[config.mk]
export PLATFORM = sky130hd
export DESIGN_NAME = npu
export DESIGN_NICKNAME = d
export VERILOG_FILES = /design/src/rtl/npu.sv
export SDC_FILE = /design/constraint.sdc
export NUM_CORES = 2
export LEC_CHECK = 0
export CAP_MARGIN = 20
export CORE_UTILIZATION = 57
export CTS_CLUSTER_DIAMETER = 100
export DETAILED_ROUTE_END_ITERATION = 8
export PLACE_DENSITY_LB_ADDON = 0.3
export SYNTH_ARGS = -nofsm -noshare
export SYNTH_HDL_FRONTEND = slang
export SYNTH_SLANG_ARGS = --single-unit
[constraint.sdc]
create_clock -name CLK -period 9.77 [get_ports CLK]
set_clock_uncertainty 0.2 [all_clocks]
set_input_delay 2.4425 -clock CLK [delete_from_list [all_inputs] [get_ports CLK]]
set_output_delay 2.4425 -clock CLK [all_outputs]
set_load 0.005 [all_outputs]
[src/rtl/npu.sv]
// Single-neuron fixed-point MAC engine fed by config/input FIFOs and draining into an output FIFO.
// Q16.16 activations times Q8.8 weights, Q8.8 bias, optional ReLU, saturated to signed 32 bits.

module npu_fifo #(
   parameter int W     = 32,
   parameter int DEPTH = 16
) (
   input  logic         clk,
   input  logic         rst,
   input  logic         push,
   input  logic [W-1:0] push_data,
   input  logic         pop,
   output logic [W-1:0] head,
   output logic         full,
   output logic         empty
);
   localparam int AW = (DEPTH > 1) ? $clog2(DEPTH) : 1;

   logic [W-1:0]  mem [DEPTH];
   logic [AW-1:0] wr_ptr;
   logic [AW-1:0] rd_ptr;
   logic [AW:0]   count;
   logic [AW:0]   count_next;
   logic          do_push;
   logic          do_pop;

   assign do_push = push && !full;
   assign do_pop  = pop && !empty;
   assign head    = empty ? '0 : mem[rd_ptr];

   always_comb begin
      count_next = count;
      if (do_push && !do_pop)
         count_next = count + (AW+1)'(1);
      else if (!do_push && do_pop)
         count_next = count - (AW+1)'(1);
   end

   always_ff @(posedge clk) begin
      if (do_push)
         mem[wr_ptr] <= push_data;
   end

   always_ff @(posedge clk) begin
      if (rst) begin
         wr_ptr <= '0;
         rd_ptr <= '0;
         count  <= '0;
         full   <= 1'b0;
         empty  <= 1'b1;
      end else begin
         if (do_push)
            wr_ptr <= wr_ptr + AW'(1);
         if (do_pop)
            rd_ptr <= rd_ptr + AW'(1);
         count <= count_next;
         full  <= (count_next == (AW+1)'(DEPTH));
         empty <= (count_next == '0);
      end
   end
endmodule

module npu #(
   parameter int FIFO_DEPTH = 16,
   parameter int MAX_INPUTS = 16
) (
   input  logic        CLK,
   input  logic        RST,
   input  logic [31:0] npu_input_data,
   input  logic        npu_input_fifo_write_enable,
   input  logic [25:0] npu_config_data,
   input  logic        npu_config_fifo_write_enable,
   input  logic        npu_output_fifo_read_enable,
   output logic [31:0] npu_output_data,
   output logic        npu_output_fifo_empty,
   output logic        npu_input_fifo_full,
   output logic        npu_config_fifo_full
);
   localparam int IW = (MAX_INPUTS > 1) ? $clog2(MAX_INPUTS) : 1;

   localparam logic [1:0] S_IDLE   = 2'd0;
   localparam logic [1:0] S_ACC    = 2'd1;
   localparam logic [1:0] S_FINISH = 2'd2;
   localparam logic [1:0] S_WRITE  = 2'd3;

   logic [1:0]         state;
   logic signed [15:0] weight [MAX_INPUTS];
   logic               configured;
   logic [4:0]         n;
   logic signed [15:0] bias;
   logic               relu;
   logic signed [51:0] acc;
   logic [4:0]         k;
   logic [31:0]        result;

   logic [25:0] cfg_head;
   logic        cfg_empty;
   logic        cfg_pop;
   logic [31:0] in_head;
   logic        in_empty;
   logic        in_pop;
   logic        out_full;
   logic        out_push;

   npu_fifo #(.W(26), .DEPTH(FIFO_DEPTH)) u_cfg_fifo (
      .clk       (CLK),
      .rst       (RST),
      .push      (npu_config_fifo_write_enable),
      .push_data (npu_config_data),
      .pop       (cfg_pop),
      .head      (cfg_head),
      .full      (npu_config_fifo_full),
      .empty     (cfg_empty)
   );

   npu_fifo #(.W(32), .DEPTH(FIFO_DEPTH)) u_in_fifo (
      .clk       (CLK),
      .rst       (RST),
      .push      (npu_input_fifo_write_enable),
      .push_data (npu_input_data),
      .pop       (in_pop),
      .head      (in_head),
      .full      (npu_input_fifo_full),
      .empty     (in_empty)
   );

   npu_fifo #(.W(32), .DEPTH(FIFO_DEPTH)) u_out_fifo (
      .clk       (CLK),
      .rst       (RST),
      .push      (out_push),
      .push_data (result),
      .pop       (npu_output_fifo_read_enable),
      .head      (npu_output_data),
      .full      (out_full),
      .empty     (npu_output_fifo_empty)
   );

   assign cfg_pop  = (state == S_IDLE) && !cfg_empty;
   assign in_pop   = (state == S_ACC) && !in_empty;
   assign out_push = (state == S_WRITE) && !out_full;

   // Config field decode
   logic [1:0]    cfg_op;
   logic [IW-1:0] widx;
   logic          n_valid;
   logic          cfg_unused;

   assign cfg_op     = cfg_head[25:24];
   assign widx       = IW'(32'(cfg_head[19:16]) % MAX_INPUTS);
   assign n_valid    = (cfg_head[4:0] != 5'd0) && (32'(cfg_head[4:0]) <= MAX_INPUTS);
   assign cfg_unused = ^cfg_head[6:5];

   // Multiply-accumulate datapath
   logic signed [47:0] x_ext;
   logic signed [47:0] w_ext;
   logic signed [47:0] prod;
   logic signed [51:0] acc_next;
   logic signed [15:0] w_sel;

   assign w_sel    = weight[k[IW-1:0]];
   assign x_ext    = $signed({{16{in_head[31]}}, in_head});
   assign w_ext    = $signed({{32{w_sel[15]}}, w_sel});
   assign prod     = x_ext * w_ext;
   assign acc_next = acc + $signed({{4{prod[47]}}, prod});

   // Rescale to Q16.16, add bias, saturate, optional ReLU
   logic signed [52:0] sum;
   logic [31:0]        r_final;

   always_comb begin
      sum = $signed({{9{acc[51]}}, acc[51:8]}) + $signed({{29{bias[15]}}, bias, 8'b0});
      if (sum[52:31] == {22{sum[52]}})
         r_final = sum[31:0];
      else
         r_final = sum[52] ? 32'h8000_0000 : 32'h7FFF_FFFF;
      if (relu && r_final[31])
         r_final = '0;
   end

   always_ff @(posedge CLK) begin
      if (RST) begin
         state      <= S_IDLE;
         configured <= 1'b0;
         n          <= '0;
         bias       <= '0;
         relu       <= 1'b0;
         acc        <= '0;
         k          <= '0;
         result     <= '0;
         for (int i = 0; i < MAX_INPUTS; i++)
            weight[i] <= '0;
      end else begin
         case (state)
            S_IDLE: begin
               if (!cfg_empty) begin
                  if (cfg_op == 2'b01) begin
                     weight[widx] <= $signed(cfg_head[15:0]);
                  end else if (cfg_op == 2'b10) begin
                     n          <= cfg_head[4:0];
                     relu       <= cfg_head[7];
                     bias       <= $signed(cfg_head[23:8]);
                     configured <= n_valid;
                  end
               end else if (configured && !in_empty) begin
                  acc   <= '0;
                  k     <= '0;
                  state <= S_ACC;
               end
            end
            S_ACC: begin
               if (!in_empty) begin
                  acc <= acc_next;
                  k   <= k + 5'd1;
                  if (k + 5'd1 == n)
                     state <= S_FINISH;
               end
            end
            S_FINISH: begin
               result <= r_final;
               state  <= S_WRITE;
            end
            default: begin
               if (!out_full)
                  state <= S_IDLE;
            end
         endcase
      end
   end
endmodule

==> flow_metrics.py <==
metrics = {
    "floorplan": {
        "fp-row-count": 148,
        "pin_count": 98,
        "die_x_um": 409,
        "initial_core_util": 0.577,
        "coreArea_sq_um": 164000,
        "die-area_sq_um": 167000,
        "die_h_um": 409,
    },
    "synth": {
        "yosysUniqueCellTypes": 76,
        "synth_edf_count": 1696,
        "synth_top_area_frac": 0.540,
        "synth-seq-area-share": 0.577,
        "netlist_area_sq_um": 94300,
        "async_reset_ff_frac": 0,
        "avgSynthCellArea_sq_um": 15.2,
        "ys.flop_type": "edfxtp_1",
        "yosysWarnings": 0,
        "synth_cells": 6185,
        "ys_ff_latch": 1871,
        "syn-num-nets": 7004,
        "synth.largest_area_cell": "edfxtp_1",
        "synth.area.top_cells": "edfxtp_1, mux4_2, fa_1",
    },
    "timing": {
        "relSlewSlack": 0.227,
        "fin_crit_sh": 0.963,
        "rsz0062_at_grt": "false",
        "tns_ns": 0,
        "worst_slew_pin_slew_ns": 1.13,
        "setup_viol": 0,
        "slew_violations": 0,
        "min_period_ns": 9.41,
        "fmax_ghz": 0.106,
        "hold_ws_ns": 0.261,
        "final_hold_viol_count": 0,
    },
    "worst_setup_path": {
        "r2r_slack_ns": 0.36,
        "worst-setup-path-type": "flip-flop to flip-flop",
        "cp.arrival_ns": 9.89,
        "end_kind": "flip-flop",
        "cp.required_ns": 10.25,
        "r2r.worst_path.cells": 27,
        "worstReg2RegEnd": "acc[50]$_SDFFE_PP0P_",
        "start_kind": "flip-flop",
        "cp_max_fo": 16,
    },
    "clock_tree": {
        "clockBufferDepth": 3,
        "tritoncts": "yes",
        "root_buffer": "clkbuf_16",
        "cts_sinks": 1871,
        "cts_buffers": 181,
        "clk_pin_slew_ns": 0.06,
        "cts-htree-levels": 4,
        "clk_latency_ns": 0.85,
        "ctsHoldBuffers": 0,
    },
    "hold_path": {
        "hold_end": "acc[1]$_SDFFE_PP0P_",
        "min_from": "acc[1]$_SDFFE_PP0P_",
        "min_path_cells": 2,
        "hold_path_class": "flip-flop to flip-flop",
    },
    "global_routing": {
        "grt_pass1_wl_um": 349000,
        "grt.total_usage": 0.282,
        "antenna_found_initial": 7,
        "grt_pass1_vias": 55300,
        "grt_overflow_total": 0,
        "grt_max_degree": 87,
    },
    "layout": {
        "mostFrequentLayoutCell": "edfxtp_1",
        "drive_gt1_frac": 0.169,
        "num-fill-cells": 11200,
        "nNetsFinal": 7131,
        "mostFrequentLayoutCells": "edfxtp_1, nor2_1, inv_1, fa_1, mux4_2",
        "final_util": 0.641,
        "multi_input_area_sq_um": 36500,
        "regArea_sq_um": 54500,
        "area_growth_syn_to_layout_pct": 11.2,
    },
    "route": {
        "drc": 0,
        "wl_um": 232000,
        "wl_met1_um": 89700,
        "first_pass_iters": 6,
        "wl_met3_um": 19000,
        "vias": 53600,
        "routed.top_layer": "met5",
        "routedWlPerCell_um": 26.9,
        "drt-vias-per-instance": 6.20,
        "ant_nets": 0,
        "drt_iter0_drc": 5849,
        "wl_met2_um": 115000,
    },
    "power": {
        "power_mw": 26.4,
        "ir_worst_vdd_mv": 0.287,
        "leakagePower_nw": 37.6,
        "power_density_nw_per_um2": 252,
    },
    "outcome": {
        "status": "completed",
    },
    "placement": {
        "numPortBuffers": 97,
        "hpwl_um": 150000,
        "globalplace.congestion": 0.954,
    },
    "flow_run": {
        "drv_cap": 0,
    },
}
==> registers in the layout, summed over array words and instances, names as in the netlist, 4 cells and up, named ones only <==
signal,flops
u_cfg_fifo.rd_ptr,4
bias,16
k,5
u_out_fifo.mem,512
acc,52
weight,256
u_cfg_fifo.wr_ptr,4
u_cfg_fifo.count,5
u_in_fifo.wr_ptr,4
u_out_fifo.rd_ptr,4
u_out_fifo.count,5
u_in_fifo.rd_ptr,4
n,5
u_in_fifo.mem,512
u_cfg_fifo.mem,416
result,32
u_out_fifo.wr_ptr,4
u_in_fifo.count,5
==> cells in the mapped netlist (26+ instances only) <==
library cell	n
a21oi_1	134
and2_1	27
nand2_1	341
edfxtp_1	1696
a221oi_2	30
nor2b_1	70
xnor2_1	75
a21o_1	26
inv_1	629
buf_1	45
clkbuf_1	245
o21ai_0	53
buf_2	39
nand2b_1	60
dfxtp_1	175
mux2i_1	59
nand3_1	29
a211oi_1	65
ha_1	201
nor3_1	37
nor2_1	764
xor2_1	42
fa_1	555
a211o_1	30
mux4_2	496
==> worst max path at each step <==
stage                                       to       from  slack, ns  cells after the start
after floorplan           acc[51]$_SDFFE_PP0P_  flip-flop       0.60                     31
after global placement    acc[50]$_SDFFE_PP0P_  flip-flop       0.34                     26
after detailed placement  acc[50]$_SDFFE_PP0P_  flip-flop       0.28                     28
after CTS                 acc[50]$_SDFFE_PP0P_  flip-flop       0.18                     28
after global routing      acc[50]$_SDFFE_PP0P_  flip-flop       0.01                     25
final                     acc[50]$_SDFFE_PP0P_  flip-flop       0.36                     27
==> metrics by stage <==
stage | setup slack, ns | instances | instance area (sq um)
final | 0.357 | 8638 | 105000
after global routing | 0.0142 | 8637 | 105000
after CTS | 0.182 | 8627 | 105000
after detailed placement | 0.280 | 8298 | 98400
after global placement | 0.342 | 8295 | 98400
after floorplan | 0.603 | 6185 | 94300
==> layer usage <==
layer / GRT usage / up-vias
met5: 0 / -
met4: 0.0951 / 6
met3: 0.0446 / 421
met2: 0.466 / 2624
met1: 0.384 / 27900
li1: - / 22600
==> timing repair <==
action                                  4_1_cts  5_1_grt
buffers inserted                              0        4
endpoints found under the setup margin        0        3
gates resized for setup                       0       16
==> cells by family after synthesis <==
family,count (synthesis),share of synthesized area
and+or+nand+nor,1410,0.0638
muxes,565,0.126
adders and majority gates,756,0.145
xor gates and xnor gates,117,0.0109
buffers and inverters,966,0.0395
DFF,1871,0.577
AOI/OAI and AO/OA,500,0.0381
==> where the power goes <==
part	internal, mW	switching [mW]
Clock	4.16	3.10
Sequential	8.89	0.256
Combinational	4.07	5.91
Total	17.1	9.27
==> critical path, stage by stage, from the launching register on <==
cell and delay, ns:
dfxtp_4 0.52, mux4_2 0.58, mux2_2 0.29, o21ai_2 0.86, buf_4 0.28, nor2_1 0.06
fa_1 0.55, inv_1 0.05, fa_1 0.47, fa_1 0.53, inv_1 0.06, fa_1 0.52
fa_1 0.52, inv_1 0.06, fa_1 0.47, inv_1 0.04, ha_1 0.37, nand2_1 0.16
nor3_1 0.36, nand3_1 0.12, nor3_1 0.33, o21ai_1 0.22, or4_1 0.55, a31oi_1 0.34
a41oi_1 0.24, a21oi_1 0.22, xor2_1 0.09, a22o_1 0.19
==> final cells by class <==
class / instances / area share
Antenna cell: 5 / 0.000119
Clock buffer: 220 / 0.0455
Clock inverter: 109 / 0.0140
Inverter: 630 / 0.0226
Multi-Input combinational cell: 3348 / 0.348
Sequential cell: 1871 / 0.520
Tap cell: 2175 / 0.0260
Timing Repair Buffer: 280 / 0.0242
Power figures use the tool's default switching activity.
